File: src/rtl/band_peak_detect_pkg.sv
// Shared widths and band bin constants for the FFT peak detection slice.
// Latency: n/a (constants, types and helpers only).
// Backpressure: n/a.
package band_peak_detect_pkg;

  localparam int DATLEN        = 12;
  localparam int FFT_VLEN      = 16;
  localparam int FFT_VLEN_LOG2 = 4;

  // 730 nm channel occupies bins A_LO..A_HI, 850 nm channel B_LO..B_HI
  localparam int A_LO = 2;
  localparam int A_HI = 5;
  localparam int B_LO = 6;
  localparam int B_HI = 9;

  // Per-beat context that rides alongside the magnitude pipeline
  typedef struct packed {
    logic [FFT_VLEN_LOG2-1:0] idx;        // bin index of this beat
    logic                     last;       // beat is bin FFT_VLEN-1
    logic                     ovf;        // overflow seen so far in this frame
    logic                     short_end;  // frame ended early (not a data beat)
  } side_t;

  function automatic logic in_band(input logic [FFT_VLEN_LOG2-1:0] idx,
                                   input int lo, input int hi);
    int i;
    i = int'(idx);
    return (i >= lo) && (i <= hi);
  endfunction

endpackage

File: src/rtl/band_peak_detect_if.sv
// Bin stream in, per-frame band peaks and status strobes out.
// Latency: n/a (signal bundle only).
// Backpressure: none; the FFT stream cannot be stalled.
interface band_peak_detect_if;
  import band_peak_detect_pkg::*;

  logic [2*DATLEN-1:0]      fft_x;
  logic                     fft_nd;
  logic                     fft_ovf;
  logic [DATLEN-1:0]        max730;
  logic [DATLEN-1:0]        max850;
  logic [FFT_VLEN_LOG2-1:0] idx730;
  logic [FFT_VLEN_LOG2-1:0] idx850;
  logic                     peak_valid;
  logic                     frame_err;

  // Bin source / result consumer side
  modport master (
    output fft_x, fft_nd, fft_ovf,
    input  max730, max850, idx730, idx850, peak_valid, frame_err
  );

  // Peak detector side
  modport slave (
    input  fft_x, fft_nd, fft_ovf,
    output max730, max850, idx730, idx850, peak_valid, frame_err
  );

endinterface

File: src/rtl/cplx_mag_est.sv
// Complex magnitude estimate: max(|re|,|im|) + min(|re|,|im|)/2, saturated to W bits.
// Latency: 2 cycles (abs register, then magnitude register); sideband delayed to match.
// Backpressure: none; accepts one sample every cycle.
module cplx_mag_est
  import band_peak_detect_pkg::*;
#(
  parameter int W    = DATLEN,
  parameter int SB_W = 1
) (
  input  logic            clk,
  input  logic            reset_n,
  input  logic            in_vld,
  input  logic [2*W-1:0]  in_dat,
  input  logic [SB_W-1:0] in_sb,
  output logic            out_vld,
  output logic [W-1:0]    out_dat,
  output logic [SB_W-1:0] out_sb
);

  // The most negative input maps to 2^(W-1), which still fits W unsigned bits
  function automatic logic [W-1:0] abs_u(input logic [W-1:0] x);
    return x[W-1] ? (~x + W'(1)) : x;
  endfunction

  logic            s1_vld;
  logic [W-1:0]    s1_abs_re;
  logic [W-1:0]    s1_abs_im;
  logic [SB_W-1:0] s1_sb;

  logic [W-1:0]    mx;
  logic [W-1:0]    mn;
  logic [W:0]      sum;
  logic [W-1:0]    mag_sat;

  // Stage 1: register component magnitudes with their sideband
  always_ff @(posedge clk) begin
    if (!reset_n) begin
      s1_vld    <= 1'b0;
      s1_abs_re <= '0;
      s1_abs_im <= '0;
      s1_sb     <= '0;
    end else begin
      s1_vld    <= in_vld;
      s1_abs_re <= abs_u(in_dat[2*W-1:W]);
      s1_abs_im <= abs_u(in_dat[W-1:0]);
      s1_sb     <= in_sb;
    end
  end

  // Alpha-max-beta-min at W+1 bits so the saturation check sees the carry
  always_comb begin
    mx      = (s1_abs_re > s1_abs_im) ? s1_abs_re : s1_abs_im;
    mn      = (s1_abs_re > s1_abs_im) ? s1_abs_im : s1_abs_re;
    sum     = {1'b0, mx} + ({1'b0, mn} >> 1);
    mag_sat = sum[W] ? {W{1'b1}} : sum[W-1:0];
  end

  // Stage 2: register saturated magnitude
  always_ff @(posedge clk) begin
    if (!reset_n) begin
      out_vld <= 1'b0;
      out_dat <= '0;
      out_sb  <= '0;
    end else begin
      out_vld <= s1_vld;
      out_dat <= mag_sat;
      out_sb  <= s1_sb;
    end
  end

endmodule

File: src/rtl/band_peak_detect.sv
// Per-frame peak magnitude and bin index inside two bin bands of an FFT frame.
// Latency: last bin beat -> peak_valid 4 cycles; early fft_nd drop -> frame_err 4 cycles later.
// Backpressure: none; frames may arrive back-to-back with zero gap.
module band_peak_detect (
  input logic               clk,
  input logic               reset_n,
  band_peak_detect_if.slave bus
);
  import band_peak_detect_pkg::*;

  localparam logic [FFT_VLEN_LOG2-1:0] LAST_BIN = FFT_VLEN_LOG2'(FFT_VLEN - 1);

  logic [FFT_VLEN_LOG2-1:0] bin_cnt;
  logic                     ovf_lat;
  logic                     ovf_now;
  side_t                    s0_sb;

  logic                     s2_vld;
  logic [DATLEN-1:0]        s2_mag;
  side_t                    s2_sb;

  logic [DATLEN-1:0]        run_a, run_b;
  logic [FFT_VLEN_LOG2-1:0] ridx_a, ridx_b;
  logic [DATLEN-1:0]        nxt_run_a, nxt_run_b;
  logic [FFT_VLEN_LOG2-1:0] nxt_idx_a, nxt_idx_b;
  logic                     frame_start;
  logic                     pub_pend, err_pend;

  logic [DATLEN-1:0]        max730_q, max850_q;
  logic [FFT_VLEN_LOG2-1:0] idx730_q, idx850_q;
  logic                     peak_valid_q, frame_err_q;

  // Beat context: overflow history is ignored on bin 0 so a new frame starts clean
  always_comb begin
    ovf_now         = bus.fft_ovf | ((bin_cnt != '0) & ovf_lat);
    s0_sb           = '0;
    s0_sb.idx       = bin_cnt;
    s0_sb.last      = bus.fft_nd && (bin_cnt == LAST_BIN);
    s0_sb.ovf       = ovf_now;
    s0_sb.short_end = !bus.fft_nd && (bin_cnt != '0);
  end

  // Bin counter and overflow latch; counter wraps so frames can run back-to-back
  always_ff @(posedge clk) begin
    if (!reset_n) begin
      bin_cnt <= '0;
      ovf_lat <= 1'b0;
    end else if (bus.fft_nd) begin
      bin_cnt <= bin_cnt + FFT_VLEN_LOG2'(1);
      ovf_lat <= ovf_now;
    end else begin
      bin_cnt <= '0;
      ovf_lat <= 1'b0;
    end
  end

  cplx_mag_est #(
    .W    (DATLEN),
    .SB_W ($bits(side_t))
  ) u_mag (
    .clk     (clk),
    .reset_n (reset_n),
    .in_vld  (bus.fft_nd),
    .in_dat  (bus.fft_x),
    .in_sb   (s0_sb),
    .out_vld (s2_vld),
    .out_dat (s2_mag),
    .out_sb  (s2_sb)
  );

  // Band update: the first bin of each band always loads, later bins only on strictly larger
  always_comb begin
    frame_start = s2_vld && (s2_sb.idx == '0);
    nxt_run_a   = frame_start ? '0 : run_a;
    nxt_idx_a   = frame_start ? '0 : ridx_a;
    nxt_run_b   = frame_start ? '0 : run_b;
    nxt_idx_b   = frame_start ? '0 : ridx_b;
    if (s2_vld && in_band(s2_sb.idx, A_LO, A_HI) &&
        ((int'(s2_sb.idx) == A_LO) || (s2_mag > nxt_run_a))) begin
      nxt_run_a = s2_mag;
      nxt_idx_a = s2_sb.idx;
    end
    if (s2_vld && in_band(s2_sb.idx, B_LO, B_HI) &&
        ((int'(s2_sb.idx) == B_LO) || (s2_mag > nxt_run_b))) begin
      nxt_run_b = s2_mag;
      nxt_idx_b = s2_sb.idx;
    end
  end

  // Stage 3: running band peaks plus the end-of-frame verdict
  always_ff @(posedge clk) begin
    if (!reset_n) begin
      run_a    <= '0;
      run_b    <= '0;
      ridx_a   <= '0;
      ridx_b   <= '0;
      pub_pend <= 1'b0;
      err_pend <= 1'b0;
    end else begin
      if (s2_sb.short_end) begin
        run_a  <= '0;
        run_b  <= '0;
        ridx_a <= '0;
        ridx_b <= '0;
      end else begin
        run_a  <= nxt_run_a;
        run_b  <= nxt_run_b;
        ridx_a <= nxt_idx_a;
        ridx_b <= nxt_idx_b;
      end
      pub_pend <= s2_vld && s2_sb.last && !s2_sb.ovf;
      err_pend <= (s2_vld && s2_sb.last && s2_sb.ovf) || s2_sb.short_end;
    end
  end

  // Output stage: publish completed peaks; hold outputs on a discarded frame
  always_ff @(posedge clk) begin
    if (!reset_n) begin
      max730_q     <= '0;
      max850_q     <= '0;
      idx730_q     <= '0;
      idx850_q     <= '0;
      peak_valid_q <= 1'b0;
      frame_err_q  <= 1'b0;
    end else begin
      peak_valid_q <= pub_pend;
      frame_err_q  <= err_pend;
      if (pub_pend) begin
        max730_q <= run_a;
        idx730_q <= ridx_a;
        max850_q <= run_b;
        idx850_q <= ridx_b;
      end
    end
  end

  assign bus.max730     = max730_q;
  assign bus.max850     = max850_q;
  assign bus.idx730     = idx730_q;
  assign bus.idx850     = idx850_q;
  assign bus.peak_valid = peak_valid_q;
  assign bus.frame_err  = frame_err_q;

endmodule

File: src/flat_wrapper.sv
// flat-port wrapper written by rule: the top's interface ports become plain ports
module band_peak_detect_flat import band_peak_detect_pkg::*;
  (clk, reset_n, bus_fft_x, bus_fft_nd, bus_fft_ovf, bus_max730, bus_max850, bus_idx730, bus_idx850, bus_peak_valid, bus_frame_err);
  band_peak_detect_if bus_i ();
  input logic clk;
  input logic reset_n;
  input wire logic [$bits(bus_i.fft_x)-1:0] bus_fft_x;
  input wire logic [$bits(bus_i.fft_nd)-1:0] bus_fft_nd;
  input wire logic [$bits(bus_i.fft_ovf)-1:0] bus_fft_ovf;
  output wire logic [$bits(bus_i.max730)-1:0] bus_max730;
  output wire logic [$bits(bus_i.max850)-1:0] bus_max850;
  output wire logic [$bits(bus_i.idx730)-1:0] bus_idx730;
  output wire logic [$bits(bus_i.idx850)-1:0] bus_idx850;
  output wire logic [$bits(bus_i.peak_valid)-1:0] bus_peak_valid;
  output wire logic [$bits(bus_i.frame_err)-1:0] bus_frame_err;
  assign bus_i.fft_x = bus_fft_x;
  assign bus_i.fft_nd = bus_fft_nd;
  assign bus_i.fft_ovf = bus_fft_ovf;
  assign bus_max730 = bus_i.max730;
  assign bus_max850 = bus_i.max850;
  assign bus_idx730 = bus_i.idx730;
  assign bus_idx850 = bus_i.idx850;
  assign bus_peak_valid = bus_i.peak_valid;
  assign bus_frame_err = bus_i.frame_err;
  band_peak_detect u_core (.clk(clk), .reset_n(reset_n), .bus(bus_i));
endmodule
File: config.mk
export PLATFORM = sky130hd
export DESIGN_NAME = band_peak_detect_flat
export DESIGN_NICKNAME = d
export VERILOG_FILES = /design/src/rtl/band_peak_detect_pkg.sv /design/src/rtl/band_peak_detect_if.sv /design/src/rtl/cplx_mag_est.sv /design/src/rtl/band_peak_detect.sv /design/src/flat_wrapper.sv
export SDC_FILE = /design/constraint.sdc
export NUM_CORES = 1
export LEC_CHECK = 0
export BUFFER_PORTS_ARGS = -buffer_cell sky130_fd_sc_hd__buf_2
export CAP_MARGIN = 25
export CORE_MARGIN = 5
export CORE_UTILIZATION = 30
export DETAILED_ROUTE_END_ITERATION = 12
export PLACE_DENSITY = 0.52
export SYNTH_ARGS = -nofsm -noshare
export SYNTH_HDL_FRONTEND = slang
export SYNTH_SLANG_ARGS = --single-unit
File: constraint.sdc
create_clock -name clk -period 10 [get_ports clk]
set_input_delay 1.5 -clock clk [delete_from_list [all_inputs] [get_ports clk]]
set_output_delay 1.5 -clock clk [all_outputs]
set_load 0.02 [all_outputs]
Word-level counts from Yosys, hierarchy flattened:

Cells that the tools add are included.

* output and inout bits: 34
* bits in registers: 125

* reduce and logical (&&, ||, !) cells: 25
* equal/unequal tests: 3
* bitwise logic cells: 5
* add/subtract/negate cells: 4
* order comparisons: 7
* muxes and demuxes: 12

Operators with widths (count)
* 12-bit two-way mux: 7
* 12-bit greater-than comparator: 3
* 12-bit by 1-bit adder with 12-bit output, second input constant: 2
* 12-bit NOT: 2
* 11-bit two-way mux: 2
* 12-bit by 11-bit adder with 13-bit output: 1
* 1-bit logical AND: 12
* 4-bit two-way mux: 3
* 4-bit == test, second input constant: 2
* 2-bit AND reduction: 3
* 4-bit by 1-bit adder with 4-bit output, second input constant: 1
* 4-bit by 3-bit == test with 1-bit output, second input constant: 1
* 4-bit by 2-bit greater-or-equal comparator with 1-bit output, second input constant: 1
* 4-bit by 3-bit greater-or-equal comparator with 1-bit output, second input constant: 1
* 4-bit by 3-bit <= comparator with 1-bit output, second input constant: 1
* 4-bit <= comparator, second input constant: 1
* 4-bit logical NOT: 1
* 2-bit nonzero test: 2
* 4-bit nonzero test: 1
* 1-bit logical OR: 3
* 1-bit logical NOT: 2
* 2-bit OR reduction: 1
* 1-bit AND: 1
* 1-bit NOT: 1
* 1-bit OR: 1

Longest topological paths before layout:

* word-level depth: 7
* depth in mapped cells: 18
* gate-level depth less buffers: 16

Cells and area by module:

A second synthesis with hierarchy kept.

* cell total of the unflattened synthesis: 681
* area total of the unflattened synthesis: 6515.0 µm²

By module, submodules not included
* band_peak_detect: instances 1, seq. area each 1461.4 µm², area an instance 3569.7 µm², cells each 363
* cplx_mag_est: instances 1, seq. area each 1041.0 µm², area an instance 2945.3 µm², cells each 318

Worst setup path before layout:

No wires, ideal clock.

* path type: register to register
* start: register u_core.u_mag.s1_abs_im[1]
* end: register u_core.u_mag.out_dat[11]
* setup time: 0.130 ns
* buffers on the path: 1
* path slack: 6.050 ns
* clock period less this slack: 3.950 ns
* stages on the path, launching flop included: 18
* arrival: 3.820 ns
* path through: dfxtp_1 -> inv_1 -> ha_1 -> nor2b_1 -> o211ai_1 -> a211o_1 -> a31oi_4 -> buf_2 -> mux2_2 -> ha_1 -> fa_1 -> a21oi_1 -> o21ai_1 -> a21oi_1 -> o31ai_1 -> or3b_1 -> o41ai_1 -> a21oi_1

* cells in the longest elaborated chain, start to end: 4

RTL lines
* from (decl): line cplx_mag_est.sv:27 `logic [W-1:0] s1_abs_im;`
* from (signal assigned): line cplx_mag_est.sv:45 `s1_abs_im <= abs_u(in_dat[W-1:0]);`
* 12-bit greater-than comparator: line cplx_mag_est.sv:52, cplx_mag_est.sv:53
* 12-bit two-way mux, on equally long branches: line cplx_mag_est.sv:52, cplx_mag_est.sv:53
* 12-bit by 11-bit adder with 13-bit output (*): line cplx_mag_est.sv:54 `sum = {1'b0, mx} + ({1'b0, mn} >> 1);`
* 12-bit two-way mux (*): line cplx_mag_est.sv:55 `mag_sat = sum[W] ? {W{1'b1}} : sum[W-1:0];`
* to (signal assigned): line cplx_mag_est.sv:66 `out_dat <= mag_sat;`
* to (decl): line cplx_mag_est.sv:16 `output logic [W-1:0] out_dat,`

Mark *: on every way between the ends. The rest lies on a longest branch, timed or not.
A chain may end at the register's enable or synchronous reset.

Final worst setup path:

* start: register u_core.u_mag.s1_abs_im[10]
* end: register u_core.u_mag.out_dat[11]

Same word-level chain as after synthesis.

==> summary.md <==
| Metric | Value |
|---|---|
| Status | finished, final reports clean |
| FILL cells | just over 2000 |
| Largest cells by area after synthesis | dfxtp_1 40%, ha_1 10%, mux2i_1 5.6%, nand2_1 4.2%, nor2b_1 4.1% |
| Die Width | about 150 um |
| Clk slew on worst S/H paths | roughly 0.060 ns |
| Yosys reg bits | roughly 130 |
| Core Rows | between 50 and 60 |
| Gr usage total | a little under an eighth |
| NumNets Final | approximately 810 |
| WL final | around 13 mm |
| Die area | roughly 0.024 sq mm |
| Hold Buf Count CTS | 0 |
| Ys Warns | 0 |
| Leakage power | 3.03 nW |
| Setup crit start kind | flop |
| Cell area power density | around 200 mW/mm^2 |
| Avg Inst Size Synth | roughly 9.2 sq um |
| Initial drt markers | 138 |
| Clock sinks | about 130 |
| Routability congestion estimate from global placement | a little under 0.8 |
| Vias in the first global route | about 4300 |
| Endpoints failing setup | 0 |
| Fmax | 0.223 GHz |
| Post-synthesis sequential area ratio | between 40 and 50% |
| Layout area overhead | 18.7% |
| Antenna-violating nets left | 0 |
| Gr ovfl total | 0 |
| H-tree Lvls | 4 |
| Post-DR vias/cell | ~4.5 |
| Worst-Skew Late Latency | approximately 0.42 ns |
| MaxCap Viol Count | 0 |
| Worst Path Arrival | 4.77 ns |
| CP Class | reg -> reg |
| Non-filler cells, final | roughly 1000 |
| Worst R2R Start | u_core.u_mag.s1_abs_im[10] |
| Syn_nets | 762 |
| RSZ-0062 raised after global routing | false |
| CTS tree | built |
| Post-DR wirelength/cell | approximately 13 um |
| Async SR Flop Fraction | 0% |
| Setup TNS | 0 ns |
| Most frequent cells in the layout | 124 x dfxtp_1, 70 x nand2_1, 61 x buf_2 |
| Die Ht | approximately 150 um |
| Port bufs | a little over 60 |
| Final period util | 44.8% |
| CTS max path bufs | 2 |
| Placed insts | roughly 1000 |
| Yosys top cell area share | approximately two fifths |
| Worst vdd ir | roughly 0.093 mV |
| Max-Slew Margin vs Limit | 42.1% |
| Register area | between 0.002 and 0.003 sq mm |
| CTS root buf | clkbuf_16 |
| Pre-CTS WS | roughly 5.5 ns |
| CTS resizes | 0 |
| CP startpoint | u_core.u_mag.s1_abs_im[10] |
| Cells after Synth | 682 |
| Residual DRC count | 0 |
| Hold path startpoint | u_core.u_mag.s1_sb[5] |
| Dominant cell type by area after synthesis | dfxtp_1 |
| Largest net degree at the start of global routing | 90 |
| Final hold viol count | 0 |
| Detailed Place HPWL | around 9.6 mm |
| Footprint of the multi-input gates | about 0.0035 sq mm |
| Leading cell type in the layout, fill and taps excluded | dfxtp_1 |
| Final min period | 4.48 ns |
| Initial antenna violation count | 0 |
| Number of synthesized flops with an enable pin | 0 |
| CP max FO | 33 |
| Final setup margin | roughly 5.5 ns |
| Mapped Area | 0.00625 sq mm |
| Share of cells above drive strength 1 | between 15 and 20% |
| CTS buffer count | 17 |
| Commonest register cell after synthesis | dfxtp_1 |
| Num ports | between 60 and 70 |
| Pre-Repair DR Iteration Count | 5 |
| Core area | around 0.02 sq mm |
| Slew at the pin with the worst max-slew slack | just under 0.9 ns |
| Min-delay worst type | reg -> reg |
| CP Data Required Time | roughly 10 ns |
| Synth cell types | 53 |
| Initial Util | between 30% and 40% |
| CP Capture Type | flop |
| Slew Limit Fails | 0 |
| Ant diodes | 0 |
| First-pass GRT wire length | around 22 mm |
| Via count | 4594 |
| Clock Skew | about 0.011 ns |
| Post-CTS Setup Repair Bufs | 0 |
==> final cells by class <==
type | instances | area share, %
repair buffers | 65 | 4.69
well taps | 270 | 4.55
inverters | 22 | 1.11
clock buffers | 21 | 6.48
multi-input cells | 500 | 47.5
clock inverters | 11 | 1.87
flip-flops and latches | 125 | 33.8
==> worst max-delay path: stages, from the launching register on <==
cell and delay (ns):
dfxtp_1 0.34, inv_1 0.07, ha_1 0.31, nand4_1 0.15, a211o_1 0.32, a31oi_4 0.71
mux2_2 0.42, ha_1 0.22, fa_1 0.40, a21oi_1 0.20, o21ai_1 0.10, a21oi_1 0.27
o31ai_1 0.15, or3b_1 0.38, o41ai_1 0.24, a21oi_1 0.06
==> flip-flops by register name (all words and copies together) (netlist names), 4 cells and up <==
register and count:
u_core.u_mag.out_dat 12, u_core.u_mag.out_sb 7, u_core.u_mag.s1_abs_im 12, u_core.bus.max850 12, u_core.ridx_a 4, u_core.bus.max730 12, u_core.run_b 12, u_core.run_a 12
u_core.bin_cnt 4, u_core.ridx_b 4, u_core.u_mag.s1_sb 7, u_core.u_mag.s1_abs_re 12, u_core.bus.idx730 4, u_core.bus.idx850 4
==> logic make-up after synthesis <==
kind of cell,Yosys count,synth area share [%]
adders and majority gates,52,10.5
buffers and inverters,57,3.61
and+or+nand+nor,241,20.7
DFF,125,40.1
muxes,47,7.77
AOI/OAI and AO/OA,131,13.3
xor gates and xnor gates,29,4.07
==> synth_stat cells, types with 3 or more instances <==
cell / instances
dfxtp_1: 125
nand2_1: 70
ha_1: 51
nor2b_1: 41
and2_1: 40
a21oi_1: 37
o21ai_0: 37
mux2i_1: 35
nand3_1: 28
clkbuf_1: 27
a21o_1: 24
xnor2_1: 23
inv_1: 22
mux2_2: 12
nor2_1: 11
nand2b_1: 10
nand4_1: 9
nor3_1: 7
buf_2: 6
o31ai_1: 6
or3_1: 6
xor2_1: 6
a31o_2: 4
and3_1: 4
a31oi_1: 3
o211ai_1: 3
or2_2: 3
==> where the power goes <==
group	switching, mW	internal, mW
sequential	0.0247	0.520
combinational	0.174	0.129
clock	0.222	0.416
==> metrics by stage <==
stage | cell area [sq um] | util (%) | power [mW] | hold slack [ns]
final | 7420 | 36.4 | 1.48 | 0.428
after global routing | 7420 | 36.4 | 1.57 | 0.446
after CTS | 7390 | 36.3 | 1.50 | 0.428
after detailed placement | 6770 | 33.2 | 0.860 | 0.418
after global placement | 6770 | 33.2 | 0.860 | 0.415
after floorplan | 6250 | - | 0.779 | 0.412
==> per-layer routing <==
| metal | global-route usage (%) | share of wire, % | vias to the layer above |
|---|---|---|---|
| met5 | 0 | 0 | - |
| met4 | 4.92 | 1.2 | 0 |
| met3 | 3.21 | 4.0 | 14 |
| met2 | 17.2 | 44 | 76 |
| met1 | 15.2 | 51 | 2038 |
| li1 | - | - | 2466 |
==> worst paths after layout <==
path	end	slack, ns	cells past startpoint
hold reg to reg	u_core.u_mag.out_sb[5]	0.43	1
setup reg to reg	u_core.u_mag.out_dat[11]	5.52	15
setup / recovery	u_core.u_mag.out_dat[11]	5.52	15
hold / removal	u_core.u_mag.out_sb[5]	0.43	1
No activity file was read; power rests on OpenSTA's default activity.
